==> config.mk <==
export PLATFORM = sky130hd
export DESIGN_NAME = uart_tx_sched
export DESIGN_NICKNAME = d
export VERILOG_FILES = /design/src/rtl/uart_tx_sched.sv
export SDC_FILE = /design/constraint.sdc
export NUM_CORES = 1
export LEC_CHECK = 0
export CELL_PAD_IN_SITES_DETAIL_PLACEMENT = 2
export CELL_PAD_IN_SITES_GLOBAL_PLACEMENT = 2
export CORE_ASPECT_RATIO = 1.25
export CORE_UTILIZATION = 36
export CTS_CLUSTER_SIZE = 10
export DETAILED_ROUTE_END_ITERATION = 7
export GPL_ROUTABILITY_DRIVEN = 0
export GPL_TIMING_DRIVEN = 0
export MAX_ROUTING_LAYER = met4
export PLACE_DENSITY_LB_ADDON = 0.1
export SLEW_MARGIN = 30
export SYNTH_ARGS = -nofsm -noshare
export SYNTH_HDL_FRONTEND = slang
export SYNTH_SLANG_ARGS = --single-unit
==> constraint.sdc <==
create_clock -name apb_clk_in -period 8.9 [get_ports apb_clk_in]
set_clock_uncertainty 0.15 [all_clocks]
set_input_delay 1.335 -clock apb_clk_in [delete_from_list [all_inputs] [get_ports apb_clk_in]]
set_output_delay 1.335 -clock apb_clk_in [all_outputs]
set_load 0.02 [all_outputs]
==> src/rtl/uart_tx_sched.sv <==
// ============================================================================
// Module   : uart_tx_sched
// Purpose  : UART transmit sequencer. It takes characters from the TX FIFO,
//            generates baud and oversample timing, and drives the serial pin.
// Revision : 1.0
// ============================================================================
`default_nettype none

module uart_tx_sched #(
    parameter int DIV_WIDTH = 16,
    parameter int OS_NORMAL = 16,
    parameter int OS_ALT    = 13
) (
    input  logic                 apb_clk_in,
    input  logic                 apb_rst_in,
    input  logic [DIV_WIDTH-1:0] dlr_in,
    input  logic                 osm_in,
    input  logic [1:0]           wls_in,
    input  logic                 stb_in,
    input  logic                 pen_in,
    input  logic                 eps_in,
    input  logic                 sp_in,
    input  logic                 bc_in,
    input  logic                 tx_en_in,
    input  logic                 tx_valid_in,
    input  logic [7:0]           tx_data_in,
    output logic                 tx_ready_out,
    output logic                 txd_out,
    output logic                 temt_out,
    output logic                 tx_done_out,
    output logic                 baud_tick_out
);

    localparam int c_os_w = 8;
    localparam logic [DIV_WIDTH-1:0] c_div_one  = DIV_WIDTH'(1);
    localparam logic [c_os_w-1:0]    c_os_one   = c_os_w'(1);
    localparam logic [c_os_w-1:0]    c_os_norm  = c_os_w'(OS_NORMAL);
    localparam logic [c_os_w-1:0]    c_os_alt   = c_os_w'(OS_ALT);

    typedef enum logic [2:0] {
        S_IDLE   = 3'd0,
        S_START  = 3'd1,
        S_DATA   = 3'd2,
        S_PARITY = 3'd3,
        S_STOP1  = 3'd4,
        S_STOP2  = 3'd5
    } state_t;

    state_t               state_q,   state_d;
    logic [DIV_WIDTH-1:0] div_cnt_q, div_cnt_d;
    logic [DIV_WIDTH-1:0] dlr_q,     dlr_d;
    logic [c_os_w-1:0]    os_cnt_q,  os_cnt_d;
    logic [c_os_w-1:0]    os_q,      os_d;
    logic [2:0]           bit_cnt_q, bit_cnt_d;
    logic [7:0]           shift_q,   shift_d;
    logic [1:0]           wls_q,     wls_d;
    logic                 stb_q,     stb_d;
    logic                 pen_q,     pen_d;
    logic                 par_q,     par_d;
    logic                 txd_q,     txd_d;
    logic                 done_q,    done_d;

    logic [7:0]           w_mask;
    logic [7:0]           w_masked;
    logic                 w_par;
    logic                 w_tick;
    logic                 w_bit_end;
    logic [c_os_w-1:0]    w_os_limit;
    logic [2:0]           w_last_data;
    logic                 w_fsm_txd;

    assign w_mask      = 8'hFF >> (2'd3 - wls_in);
    assign w_masked    = tx_data_in & w_mask;
    assign w_par       = sp_in ? ~eps_in : (eps_in ? ^w_masked : ~^w_masked);

    // A zero divisor never produces a tick, which freezes the frame in place.
    assign w_tick      = (state_q != S_IDLE) && (dlr_q != '0) && (div_cnt_q == dlr_q - c_div_one);
    // The second stop bit of a 5-bit character is a half bit (1.5 stop bits).
    assign w_os_limit  = (state_q == S_STOP2 && wls_q == 2'd0) ? (os_q >> 1) : os_q;
    assign w_bit_end   = w_tick && (os_cnt_q == w_os_limit - c_os_one);
    assign w_last_data = 3'd4 + {1'b0, wls_q};

    always_comb begin
        state_d   = state_q;
        div_cnt_d = div_cnt_q;
        dlr_d     = dlr_q;
        os_cnt_d  = os_cnt_q;
        os_d      = os_q;
        bit_cnt_d = bit_cnt_q;
        shift_d   = shift_q;
        wls_d     = wls_q;
        stb_d     = stb_q;
        pen_d     = pen_q;
        par_d     = par_q;
        done_d    = 1'b0;
        w_fsm_txd = 1'b1;

        if (!tx_en_in) begin
            state_d   = S_IDLE;
            div_cnt_d = '0;
            os_cnt_d  = '0;
            bit_cnt_d = '0;
        end else if (state_q == S_IDLE) begin
            if (tx_valid_in) begin
                state_d   = S_START;
                div_cnt_d = '0;
                os_cnt_d  = '0;
                bit_cnt_d = '0;
                shift_d   = w_masked;
                dlr_d     = dlr_in;
                os_d      = osm_in ? c_os_alt : c_os_norm;
                wls_d     = wls_in;
                stb_d     = stb_in;
                pen_d     = pen_in;
                par_d     = w_par;
            end
        end else begin
            if (dlr_q != '0) begin
                div_cnt_d = w_tick ? '0 : div_cnt_q + c_div_one;
            end
            if (w_tick) begin
                os_cnt_d = w_bit_end ? '0 : os_cnt_q + c_os_one;
            end
            if (w_bit_end) begin
                case (state_q)
                    S_START: state_d = S_DATA;
                    S_DATA: begin
                        if (bit_cnt_q == w_last_data) begin
                            state_d = pen_q ? S_PARITY : S_STOP1;
                        end else begin
                            bit_cnt_d = bit_cnt_q + 3'd1;
                            shift_d   = shift_q >> 1;
                        end
                    end
                    S_PARITY: state_d = S_STOP1;
                    S_STOP1: begin
                        if (stb_q) begin
                            state_d = S_STOP2;
                        end else begin
                            state_d = S_IDLE;
                            done_d  = 1'b1;
                        end
                    end
                    S_STOP2: begin
                        state_d = S_IDLE;
                        done_d  = 1'b1;
                    end
                    default: state_d = S_IDLE;
                endcase
            end
        end

        // The pin value follows the state being entered, so the register lines up with it.
        case (state_d)
            S_START:  w_fsm_txd = 1'b0;
            S_DATA:   w_fsm_txd = shift_d[0];
            S_PARITY: w_fsm_txd = par_d;
            default:  w_fsm_txd = 1'b1;
        endcase
        txd_d = bc_in ? 1'b0 : w_fsm_txd;
    end

    always_ff @(posedge apb_clk_in) begin
        if (apb_rst_in) begin
            state_q   <= S_IDLE;
            div_cnt_q <= '0;
            dlr_q     <= '0;
            os_cnt_q  <= '0;
            os_q      <= '0;
            bit_cnt_q <= '0;
            shift_q   <= '0;
            wls_q     <= '0;
            stb_q     <= 1'b0;
            pen_q     <= 1'b0;
            par_q     <= 1'b0;
            txd_q     <= 1'b1;
            done_q    <= 1'b0;
        end else begin
            state_q   <= state_d;
            div_cnt_q <= div_cnt_d;
            dlr_q     <= dlr_d;
            os_cnt_q  <= os_cnt_d;
            os_q      <= os_d;
            bit_cnt_q <= bit_cnt_d;
            shift_q   <= shift_d;
            wls_q     <= wls_d;
            stb_q     <= stb_d;
            pen_q     <= pen_d;
            par_q     <= par_d;
            txd_q     <= txd_d;
            done_q    <= done_d;
        end
    end

    assign tx_ready_out  = (state_q == S_IDLE) && tx_en_in && !apb_rst_in;
    assign txd_out       = txd_q;
    assign temt_out      = (state_q == S_IDLE);
    assign tx_done_out   = done_q;
    assign baud_tick_out = w_tick;

endmodule

`default_nettype wire

==> results.md, run 1 <==
- Leakage: about 1.7 nW
- Required @ worst endpoint: approximately 7.4 ns
- # hold bufs at CTS: 0
- Worst R2R Start: dlr_q[0]$_SDFFE_PP0P_
- Slowest CP cell: clkdlybuf4s50_1
- Mapped Cells: roughly 500
- Cts bufs inserted: 9
- Slew HR: 0.411
- Crit path kind: reg -> out
- Layout cells sized above 1: 0.0702
- Sw power: around 0.00021 W
- Final setup fails: 0
- Port Buffer Count: 40
- Max clock buf depth: 2
- Clk root buf: clkbuf_16
- Hold_ws: approximately 0.32 ns
- Core region area: 10200 um^2
- Worst-skew pair later-pin latency: between 0.3 and 0.4 ns
- Worst r2r path cells: 14
- Drt initial violations: 81
- Overall routing resource usage: 0.249
- Post-cts gate resize count: 0
- Clk slew on worst S/H paths: approximately 0.05 ns
- Comb pwr share: 0.166
- Fmax: between 0.15 and 0.2 GHz
- Post-Syn Area per Cell: between 7 and 8 um^2
- Cell mode on critical path: a211oi_1
- Initial antenna violation count: 0
- Post-synth EDFFs: 0
- Die footprint: 11000 um^2
- Final nets: 580
- Largest net degree at the start of global routing: 11
- Post-CTS Setup Bufs: 0
- Worst-Margin Slew: approximately 0.88 ns
- Nature of the critical path startpoint: flip-flop
- Seq pwr share: 0.386
- Status: complete, no violations
- Hold WC Path Type: reg -> reg
- Slowest stage delay, CP: between 0.6 and 0.7 ns
- Synth cell count leaders: nand2_1 (73), dfxtp_1 (63), a21oi_1 (50)
- Routed Antenna Nets: 0
- Avg WL per Cell: approximately 18 um
- Crit path launch: dlr_q[0]$_SDFFE_PP0P_
- Antenna Cells: 0
- Largest cells by area after synthesis: dfxtp_1 (33%), nand2_1 (7.2%), a21oi_1 (6.6%)
- Cell Pwr Density: ~170 nW/um^2
- Final Max Slew Viols: 0
- Die height: ~120 um
- Number of global-route vias before repair: roughly 4000
- Io pins: a little over 40
- Synth Flop Type: dfxtp_1
- First-pass iteration count of the detailed router: 4
- Seq cells post-synth: 63
- Synthesized cell area: 3810 um^2
- Async S/R FF share, synth: 0
- Final Critical Period: around 5.1 ns
- TritonCTS clock tree: done
- Vias/cell: roughly 5.6
- Worst path buffer plus inverter count: 4
- Nature of the critical path endpoint: primary output
- Crit-path max FO: 10
- Internal: between 0.0005 and 0.0006 W
- DRC: 0
- Clock sinks: 63
- Top-count cell post-synth: nand2_1
- Synth Net Count: 529
- Hpwl dp: 9460 um
- Period utilization: 0.577
- First-pass GRT wire length: slightly above 20000 um
- Leading area contributor after synthesis: dfxtp_1
- RSZ-0062 raised after global routing: no
- FP Rows: 41
- Die width: between 90 and 100 um
- Starting density of the core: 0.374
- Total number of H-tree levels: 3
- Synth top area share: 0.331
- Seq/Total Area, Yosys: 0.331
- Total Wirelength: between 10000 and 15000 um
- Hold Vio Cnt, Final: 0
- Hold Path Origin: shift_q[7]$_SDFFE_PP0P_
- Critical-path cell list: clkbuf_1 -> inv_1 -> ha_1 -> buf_2 -> o21bai_1 -> a211oi_1 -> a211oi_1 -> o21ai_1 -> nand4_4 -> nor3_1 -> clkdlybuf4s50_1
- Max cap viols: 0
- Switching share of power: 0.275
- Clock share of power: 0.448
- Arr. time, crit path: about 3.7 ns
- Grt ovf: 0
- Crit path max-delay family: buffers and inverters
- Post-Route Setup TNS: 0 ns
- Hold-critical path depth: 2
- # fillers: about 1200
- CP Depth: 11
- Vias: ~3700
- Unique masters post-synth: 63
- Max IR drop VDD: between 0.08 and 0.09 mV
- Area growth syn-to-layout: 22.1%
- Synth warnings: 0
==> flip-flops by register name (all words and copies together) (netlist names) <==
signal,count
wls_q,2
tx_done_out,1
os_q,2
os_cnt_q,8
par_q,1
stb_q,1
bit_cnt_q,3
txd_out,1
shift_q,8
div_cnt_q,16
state_q,3
dlr_q,16
pen_q,1
==> area by class of cell <==
class	count	area, um^2	share of cell area
Buffer	25	120	0.0258
Clock buffer	11	233	0.0500
Clock inverter	4	47.5	0.0102
Inverter	10	37.5	0.00806
Multi-Input combinational cell	388	2390	0.514
Sequential cell	63	1260	0.271
Tap cell	129	161	0.0347
Timing Repair Buffer	40	400	0.0860
==> final timing paths <==
kind / slack [ns] / endpoint
worst min-delay path: 0.32 / shift_q[7]$_SDFFE_PP0P_
worst max-delay path: 3.76 / baud_tick_out
worst max register to register: 5.02 / txd_out$_SDFF_PP1_
worst min register to register: 0.32 / shift_q[7]$_SDFFE_PP0P_
==> placed cells by master, fill, tap and decap left out, types with 4 or more instances in the layout <==
cell type and instances:
and3_1 13, o21ai_0 27, inv_1 10, o21ai_1 5
nand4_1 7, clkbuf_16 9, nand2_1 73, nor3b_1 5
dfxtp_1 63, a311oi_1 6, a31oi_1 8, and2_1 5
a22o_1 5, xnor2_1 20, nor2_1 44, nand3b_1 11
ha_1 7, clkdlybuf4s50_1 40, a21oi_1 50, clkbuf_1 21
nor3_1 9, mux2i_1 4, nand3_1 8, nor2b_1 7
a22oi_1 7, or3_1 4, xor2_1 12
==> power by group through the flow <==
| stage | registers [W] | logic [W] | clock network (W) |
|---|---|---|---|
| after floorplan | 0.000302 | 0.0000832 | 0 |
| after global placement | 0.000303 | 0.000123 | 0 |
| after detailed placement | 0.000304 | 0.000128 | 0 |
| after CTS | 0.000298 | 0.000130 | 0.000353 |
| after global routing | 0.000299 | 0.000142 | 0.000364 |
| final | 0.000298 | 0.000128 | 0.000346 |
==> kinds of logic (layout without fill, tap and decap cells) <==
group | count (synthesis) | in the layout | synth area share
and+or+nand+nor | 213 | 213 | 0.298
DFF | 63 | 63 | 0.331
buffers and inverters | 35 | 90 | 0.0413
AOI/OAI and AO/OA | 130 | 130 | 0.217
adders and majority gates | 7 | 7 | 0.0230
xor gates and xnor gates | 32 | 32 | 0.0735
muxes | 6 | 6 | 0.0174
==> per-layer routing <==
layer	global-route usage	share of wire	vias up
met4	0.102	0.020	0
met2	0.431	0.51	42
met1	0.295	0.46	1832
li1	-	-	1842
met5	-	0	-
met3	0.0271	0.017	16
==> metrics by stage <==
step           area [um^2]  power [W]  cells  setup WS, ns  utilization
2_1_floorplan         3810   0.000385    486          4.91            -
3_3_place_gp          4380   0.000426    655          3.88        0.429
3_5_place_dp          4380   0.000432    655          3.84        0.429
4_1_cts               4660   0.000781    670          3.69        0.456
5_1_grt               4660   0.000805    670          3.57        0.456
6_report              4660   0.000773    670          3.76        0.456
==> tightest hold or removal path, delay by kind of cell, from the launching register on <==
| family | cells | cell delay [ns] |
|---|---|---|
| AOI/OAI and AO/OA | 1 | 0.05 |
| DFF | 1 | 0.31 |
| and+or+nand+nor | 1 | 0.06 |
No activity file was read; power rests on OpenSTA's default activity.
==> run 2, diff against run 1 <==
- CORE_UTILIZATION: 36 -> 33
- clock period: 8.9 -> 5.3 ns (I/O delays scaled with it)
==> results.md, run 2 (synthesis results as in run 1) <==
- Arr. time, crit path: 3.73 ns (+0.08 ns)
- Largest regs: div_cnt_q (16), dlr_q (16)
- Hold WC Path Type: reg -> reg
- Die height: 122 um (+4.4%)
- Area growth syn-to-layout: 23.1%
- Total number of H-tree levels: 3 (unchanged)
- Post-CTS Setup Bufs: 0 (unchanged)
- Nature of the critical path endpoint: primary output
- Leakage: 1.68 nW (+1.2%)
- Placed Area: 4380 um^2 (+0.17%)
- Status: complete, no violations
- Clock sinks: 63 (unchanged)
- Slew HR: 0.419 (+0.00829)
- Max IR drop VDD: 0.162 mV (+100%)
- Post-Route Setup TNS: 0 ns (unchanged)
- Crit-path max FO: 8 (-2)
- Total Wirelength: 12600 um (+1.8%)
- Most common cell after layout, fill and taps aside: nand2_1
- Worst-skew pair later-pin latency: 0.34 ns (about the same)
- Final setup fails: 0 (unchanged)
- Hold Vio Cnt, Final: 0 (unchanged)
- Layout cells sized above 1: 0.0738 (+0.00356)
- Port Buffer Count: 40 (unchanged)
- Vias/cell: 5.56 (-0.11%)
- Fmax: around 0.21 GHz
- Io pins: 41 (unchanged)
- Antenna Cells: 0 (unchanged)
- First-pass GRT wire length: 20600 um (+2.0%)
- Crit path kind: reg -> out
- DRC: 0 (unchanged)
- # hold bufs at CTS: 0 (unchanged)
- Vias: 3767 (+0.94%)
- Max clock buf depth: 2 (unchanged)
- Post-cts gate resize count: 0 (unchanged)
- Nature of the critical path startpoint: flip-flop
- Clk slew on worst S/H paths: 0.05 ns (about the same)
- Largest net degree at the start of global routing: 11 (unchanged)
- Initial antenna violation count: 0 (unchanged)
- First-pass iteration count of the detailed router: 6 (+2)
- Overall routing resource usage: 0.227 (-0.0223)
- TritonCTS clock tree: done
- Number of global-route vias before repair: 4085 (+1.9%)
- Core region area: 11200 um^2 (+9.6%)
- Drt initial violations: 95 (+17%)
- Cell Pwr Density: 284 nW/um^2 (+71%)
- Worst-Margin Slew: 0.867 ns (-0.0124 ns)
- Final Util: 0.419 (-0.0367)
- Clk root buf: clkbuf_16
- Max cap viols: 0 (unchanged)
- Period utilization: 0.882
- Post-route cell area: 4690 um^2 (+0.81%)
- FP Rows: 43 (+4.9%)
- Cts bufs inserted: 9 (unchanged)
- Grt ovf: 0 (unchanged)
- Die footprint: 12000 um^2 (+8.9%)
- Final nets: 580 (unchanged)
- Avg WL per Cell: 18.6 um (+0.76%)
- Overall Power: 0.00133 W (+73%)
- Routed Antenna Nets: 0 (unchanged)
- Starting density of the core: 0.341 (-0.0328)
- Final Max Slew Viols: 0 (unchanged)
- Die width: 98.2 um (+4.3%)
- Required @ worst endpoint: 4.36 ns (-3.05 ns)
- Hpwl dp: 9480 um (+0.27%)
- Final Critical Period: approximately 4.7 ns
- Hold_ws: 0.314 ns (-0.00736 ns)
- Commonest cells after routing, fill and taps aside: nand2_1 (73), dfxtp_1 (63), a21oi_1 (50)
- RSZ-0062 raised after global routing: no
run 2: cell count changes in the layout (fill, tap and decap cells not counted):
cell / previous run / this run
clkinvlp_4: 1 / 0
clkbuf_8: 0 / 3
clkbuf_1: 21 / 20
run 2: per-layer routing:
layer | GRT usage | wire length [um] | share of wire | vias to the layer above
met5 | - | 0 | 0 | -
met4 | 0.0877 | 297 | 0.024 | 0
met3 | 0.0407 | 311 | 0.025 | 20
met2 | 0.391 | 6230 | 0.50 | 53
met1 | 0.263 | 5740 | 0.46 | 1855
li1 | - | - | - | 1839
run 2: final timing paths:
check / startpoint / to / slack (ns) / depth (start not counted)
worst max-delay path: dlr_q[0]$_SDFFE_PP0P_ / baud_tick_out / 0.62 / 11
worst min-delay path: shift_q[7]$_SDFFE_PP0P_ / shift_q[7]$_SDFFE_PP0P_ / 0.31 / 2
worst min register to register: shift_q[7]$_SDFFE_PP0P_ / shift_q[7]$_SDFFE_PP0P_ / 0.31 / 2
worst max register to register: state_q[2]$_SDFF_PP0_ / os_cnt_q[4]$_SDFFE_PP0P_ / 1.35 / 13
run 2: final cells by class:
cell class	instances	area, um^2
Multi-Input combinational cell	388	2390
Clock inverter	3	40.0
Timing Repair Buffer	40	400
Inverter	10	37.5
Buffer	25	120
Sequential cell	63	1260
Clock buffer	13	270
Tap cell	135	169
Fill cell	1290	6500
run 2: through the flow:
stage | cells | setup WS [ns]
after floorplan | 486 | 1.85
after global routing | 677 | 0.417
final | 677 | 0.623
after detailed placement | 661 | 0.964
after global placement | 661 | 1.04
after CTS | 677 | 0.602
run 2: critical path, cell delays in order (launching register included):
cell             delay [ns]
dfxtp_1                0.30
clkbuf_1               0.32
inv_1                  0.11
ha_1                   0.25
nor2b_1                0.14
o31a_1                 0.26
a2111oi_2              0.38
nand4_1                0.27
or2_1                  0.29
buf_6                  0.14
nor3_1                 0.25
clkdlybuf4s50_1        0.67
run 2: power by group:
group          internal (W)  leakage, nW  total (W)  switching (W)
logic             0.0000940         1.01   0.000218       0.000124
registers          0.000487        0.511   0.000501      0.0000141
clock network      0.000401        0.156   0.000615       0.000214
total              0.000981         1.68    0.00133       0.000352
==> run 3, diff against run 2 <==
- CAP_MARGIN: unset -> 30
==> results of run 3 <==
No change in the layout: final DEF, timing and power equal those of run 2.
